==> src/rtl/pla_prog_pipe.sv <==
// Runtime-programmable AND-OR logic array with a 2-stage valid/ready pipeline.
// Optional output phase inversion is enabled with `define PLA_PHASE_INV_EN.
module pla_prog_pipe #(
   parameter int NUM_IN    = 12,
   parameter int NUM_OUT   = 8,
   parameter int NUM_TERMS = 32,
   parameter int AW        = 5
) (
   input  logic               clk,
   input  logic               rst,
   input  logic               cfg_we,
   output logic               cfg_ready,
   input  logic [AW-1:0]      cfg_addr,
   input  logic [NUM_IN-1:0]  cfg_care,
   input  logic [NUM_IN-1:0]  cfg_val,
   input  logic [NUM_OUT-1:0] cfg_or,
   input  logic               in_valid,
   output logic               in_ready,
   input  logic [NUM_IN-1:0]  x,
   output logic               out_valid,
   input  logic               out_ready,
   output logic [NUM_OUT-1:0] z
`ifdef PLA_PHASE_INV_EN
   ,
   input  logic               cfg_inv_we,
   input  logic [NUM_OUT-1:0] cfg_inv
`endif
);

   // Handshake: a beat transfers on a rising edge where valid && ready are both
   // high; the producer may drop valid at any time, the consumer may not drop
   // out_valid or change z until out_ready has accepted the beat.

   localparam logic [AW:0] LP_TERMS = (AW+1)'(NUM_TERMS);

   logic [NUM_IN-1:0]    r_care [NUM_TERMS];
   logic [NUM_IN-1:0]    r_val  [NUM_TERMS];
   logic [NUM_OUT-1:0]   r_or   [NUM_TERMS];

   logic                 r_s1_valid;
   logic [NUM_TERMS-1:0] r_s1_hit;
   logic                 r_s2_valid;
   logic [NUM_OUT-1:0]   r_z;

   logic                 w_stall;
   logic                 w_in_fire;
   logic                 w_cfg_fire;
   logic                 w_addr_ok;
   logic [NUM_TERMS-1:0] w_hit;
   logic [NUM_OUT-1:0]   w_or_res;
   logic [NUM_OUT-1:0]   w_z_next;

   assign w_stall    = r_s2_valid && !out_ready;
   assign cfg_ready  = !r_s1_valid && !r_s2_valid;
   assign in_ready   = !w_stall && !cfg_we && !rst;
   assign w_in_fire  = in_valid && in_ready;
   assign w_addr_ok  = {1'b0, cfg_addr} < LP_TERMS;
   assign w_cfg_fire = cfg_we && cfg_ready && w_addr_ok;

   assign out_valid  = r_s2_valid;
   assign z          = r_z;

   // AND plane: evaluated on the incoming vector so S1 only stores the hits.
   always_comb begin
      w_hit = '0;
      for (int t = 0; t < NUM_TERMS; t++) begin
         w_hit[t] = ((x ^ r_val[t]) & r_care[t]) == '0;
      end
   end

   always_comb begin
      w_or_res = '0;
      for (int t = 0; t < NUM_TERMS; t++) begin
         if (r_s1_hit[t]) begin
            w_or_res = w_or_res | r_or[t];
         end
      end
   end

   always_ff @(posedge clk) begin
      if (rst) begin
         for (int t = 0; t < NUM_TERMS; t++) begin
            r_care[t] <= '0;
            r_val[t]  <= '0;
            r_or[t]   <= '0;
         end
      end else if (w_cfg_fire) begin
         r_care[cfg_addr] <= cfg_care;
         r_val[cfg_addr]  <= cfg_val;
         r_or[cfg_addr]   <= cfg_or;
      end
   end

`ifdef PLA_PHASE_INV_EN
   logic [NUM_OUT-1:0] r_inv;

   always_ff @(posedge clk) begin
      if (rst) begin
         r_inv <= '0;
      end else if (cfg_inv_we && cfg_ready) begin
         r_inv <= cfg_inv;
      end
   end

   assign w_z_next = w_or_res ^ r_inv;
`else
   assign w_z_next = w_or_res;
`endif

   // Both stages move together; a stall freezes everything so z stays stable.
   always_ff @(posedge clk) begin
      if (rst) begin
         r_s1_valid <= 1'b0;
         r_s1_hit   <= '0;
         r_s2_valid <= 1'b0;
         r_z        <= '0;
      end else if (!w_stall) begin
         r_s1_valid <= w_in_fire;
         if (w_in_fire) begin
            r_s1_hit <= w_hit;
         end
         r_s2_valid <= r_s1_valid;
         if (r_s1_valid) begin
            r_z <= w_z_next;
         end
      end
   end

endmodule

==> config.mk <==
export PLATFORM = sky130hd
export DESIGN_NAME = pla_prog_pipe
export DESIGN_NICKNAME = d
export VERILOG_FILES = /design/src/rtl/pla_prog_pipe.sv
export SDC_FILE = /design/constraint.sdc
export NUM_CORES = 2
export LEC_CHECK = 0
export ABC_AREA = 1
export BUFFER_PORTS_ARGS = -buffer_cell sky130_fd_sc_hd__buf_2
export CAP_MARGIN = 20
export CORE_ASPECT_RATIO = 1.2
export CORE_UTILIZATION = 63
export DETAILED_ROUTE_END_ITERATION = 6
export PLACE_DENSITY = 0.81
export SLEW_MARGIN = 20
export SYNTH_ARGS = -nofsm -noshare
export SYNTH_HDL_FRONTEND = slang
export SYNTH_SLANG_ARGS = --single-unit
==> constraint.sdc <==
create_clock -name clk -period 2.8 [get_ports clk]
set_input_delay 0.14 -clock clk [delete_from_list [all_inputs] [get_ports clk]]
set_output_delay 0.14 -clock clk [all_outputs]
set_load 0.01 [all_outputs]
==> results.txt <==
In this run the worst path has a maximum fanout of 24. The remaining antenna violation count after routing is 0. Synthesis instantiated 16 different standard cells from the library.

Routability-driven placement finished with a final weighted congestion of a little over 1. The overall overflow remaining after global route came out at 0. Counting along the longest clock path gives a buffer depth of 3. The number of optimization iterations in the first detailed-route pass came out at 6. The share of the yosys chip area belonging to registers came out at between 60% and 70%.

The met2 wirelength from detailed routing came out at approximately 62 mm. The final instance area came out at slightly above 0.05 sq mm. The net switching power figure is approximately 7.6 mW.

CTS saw approximately 1100 sinks. The pin count of the biggest net entering global routing came out at between 60 and 70. The detailed router finished its first iteration with 4323 violations. The starting density of the core came out at between 60% and 70%. The post-route total power came out at between 30 and 40 mW. The number of primary I/O pins is 65. The signal arrival time at the worst endpoint came out at roughly 2.6 ns. The tightest min-delay check is of the input port to flip-flop type. The startpoint type of the worst setup path is a flip-flop.

The wire length reported by the detailed router came out at 126.7 mm. After detailed routing, the number of remaining DRC violations is 0. The initial antenna violation count was 3. The average wire per standard cell came out at between 20 and 25 um. TritonCTS built the clock tree. Counting the buffers created by CTS gives about 100. The clock group share of total power is slightly above 40%.

The net count after synthesis is around 4800. The leakage power of the design is between 20 and 25 nW. The max-slew violation total from the final report came out at 0.

The final layout contains between 4000 and 5000 nets. The filler cell count is between 4000 and 5000. The final worst-path cycle share is ~78%.

The signal on the critical path passes through nor2_1 -> nand3_1 -> nor2_1 -> buf_4 -> nand2_1 -> nand2_1 -> buf_12. The cell family contributing the most delay on the critical path is simple AND/OR/NAND/NOR gates. The sequential group share of total power is 52.9%. On the critical path, the stage with the largest delay is an instance of nand2_1. The number of violations of the max-capacitance limit came out at 0. The average footprint of a synthesized cell is between 9 and 10 sq um. Across all hold checks on the routed design, the worst slack comes to roughly 0.051 ns. Leaving out fill and tap cells, the most frequent cell in the layout is nor2_1. The via count of the first global-routing pass is between 30000 and 40000. The total number of placement rows is roughly 110.

Once placement finished, the instance area stood at between 0.04 and 0.05 sq mm. The number of H-tree branching levels is 3. Setup repair after global routing left no endpoint under its margin. The synthesized netlist cell count is roughly 4800.

The overall fraction of global-route tracks in use is around a third. The slew at the pin closest to its max-slew limit is around 1.1 ns. The sum of met3 wire segment lengths after detailed routing is about 14 mm.

The overall die area is roughly 0.075 sq mm. The clock network latency to the later pin of the worst-skew pair came out at 0.68 ns. The share of total power dissipated in combinational logic is 5.9%. The ratio of total power to cell area is between 600 and 700 mW/mm^2. Clock-pin slew was measured on the worst setup and hold paths at 0.06 ns.

The first-pass GRT wire length is 187.4 mm. The detailed-route vias per instance came out at 5.948. The endpoint type of the worst setup path is a flip-flop. The clock skew after layout came out at 0.02289 ns. The largest single stage delay on the critical path is approximately 0.43 ns. The horizontal extent of the die came out at between 200 and 300 um. Clock tree synthesis selected as its root buffer the cell clkbuf_16. Cells with a size suffix above 1 make up between 10% and 20% of the layout. The max-slew headroom at the worst pin is between 20 and 30%.

The post-DP HPWL came out at 76.15 mm. The total number of vias came out at between 30000 and 40000. The post-CTS setup-driven buffer insertion count is 0.

The area of the mapped netlist is between 0.04 and 0.05 sq mm. The switching share of power came out at 22.22%. The hold violation total from the final report is 0.

The number of warning messages in the yosys log is 0. During placement, the flow inserted port buffers numbering 64. The total routed wire length on the met1 layer came out at approximately 43 mm. Setup violations remaining at the end of the flow were counted as 0.

The register bit total from synthesis is 1066. Leaving out fill and tap cells, the most frequent cells in the layout are 1300 x nor2_1, 1149 x nand2_1, 1024 x edfxtp_1, 426 x nand3_1, 228 x inv_1. Setup total negative slack on the finished layout was measured at 0 ns. The smallest clock period supported by the final layout is computed as around 2.2 ns. The internal portion of the total power is 26.52 mW. The maximum clock frequency came out at roughly 460 MHz. The kind of critical path is flip-flop to flip-flop. The area inside the core boundary is ~0.073 sq mm. The post-synthesis to final-layout area growth came out at 10.94%. The buffer and inverter count on the worst path came out at 2.

The run finished with clean final reports. Measured along the y axis, the die boundary spans between 200 and 300 um. The worst ir drop on vdd is ~0.0005 V.

The highest signal layer in the routed design is met5. The required time of the critical path is 3.17 ns.
## logic make-up after synthesis
logic type / synth area share, %
AND/OR/NAND/NOR: 27.10
flip-flops: 67.80
buffers and inverters: 4.648
AO/OA/AOI/OAI: 0.4511
## final cells by class
cell class                      count  area (sq um)  area share [%]
Inverter                          255         957.2           1.852
Clock buffer                      121          2703           5.228
Tap cell                          935          1170           2.263
Antenna cell                        4         10.01         0.01936
Timing Repair Buffer              211          1719           3.326
Sequential cell                  1066         31590           61.11
Multi-Input combinational cell   3128         12850           24.86
Clock inverter                     63         694.4           1.343
## routing by layer
layer,global-route usage [%],vias to the layer above
li1,-,15440
met4,16.61,2
met1,41.83,16340
met5,0,-
met3,5.671,424
met2,58.48,2189
## metrics by stage
step | util [%] | cells | worst slack, ns
detailed placement | 66.39 | 5593 | 0.6351
global route | 71.10 | 5780 | 0.5282
global placement | 66.39 | 5593 | 0.6741
CTS | 71.09 | 5779 | 0.6522
floorplan | - | 4771 | 0.2205
finish | 71.11 | 5783 | 0.6135
## registers in the layout, summed over array words and instances, names as in the netlist
register	count
out_valid	1
r_care	384
r_or	256
r_s1_hit	32
r_s1_valid	1
r_val	384
z	8
## worst register-to-register path, stage by stage (launching register included)
cell,delay [ns]
dfxtp_1,0.33
nor2_1,0.13
nand3_1,0.20
nor2_1,0.18
buf_4,0.25
nand2_1,0.10
nand2_1,0.43
buf_12,0.26
## cells in the mapped netlist
library cell / number / area [sq um]
nand2_1: 1149 / 4313
nand3_1: 426 / 2132
inv_2: 1 / 3.750
inv_1: 253 / 949.7
dfxtp_1: 42 / 840.8
edfxtp_1: 1024 / 30750
or2_2: 151 / 944.7
clkinv_1: 1 / 3.750
buf_1: 1 / 3.750
nor3_2: 2 / 20.02
or2_1: 9 / 56.30
clkbuf_1: 321 / 1205
nor3_1: 16 / 80.08
nand4_1: 32 / 200.2
a21oi_1: 42 / 210.2
nor2_1: 1301 / 4883
## power groups by stage
stage | Clock (mW) | Combinational, mW | Sequential (mW)
after CTS | 14.0 | 1.98 | 18.0
after floorplan | 0 | 1.13 | 18.3
after global routing | 14.6 | 2.13 | 18.1
final | 14.0 | 2.02 | 18.0
after global placement | 0 | 1.90 | 18.4
after detailed placement | 0 | 1.95 | 18.4
## final timing paths
check                            startpoint            end  slack, ns  cells after the start
worst max-delay path             r_s1_valid   r_val[19][7]       0.61                      7
worst min-delay path            cfg_val[10]  r_val[14][10]       0.05                      3
worst max register to register   r_s1_valid   r_val[19][7]       0.61                      7
worst min register to register   r_s1_valid     r_s1_valid       0.52                      2
## what timing repair did
item | in CTS | in global routing
hold endpoints to repair | 3 | 0
hold buffers | 2 | 0
resized for setup | 0 | 0
No activity file was read; power rests on OpenSTA's default activity.
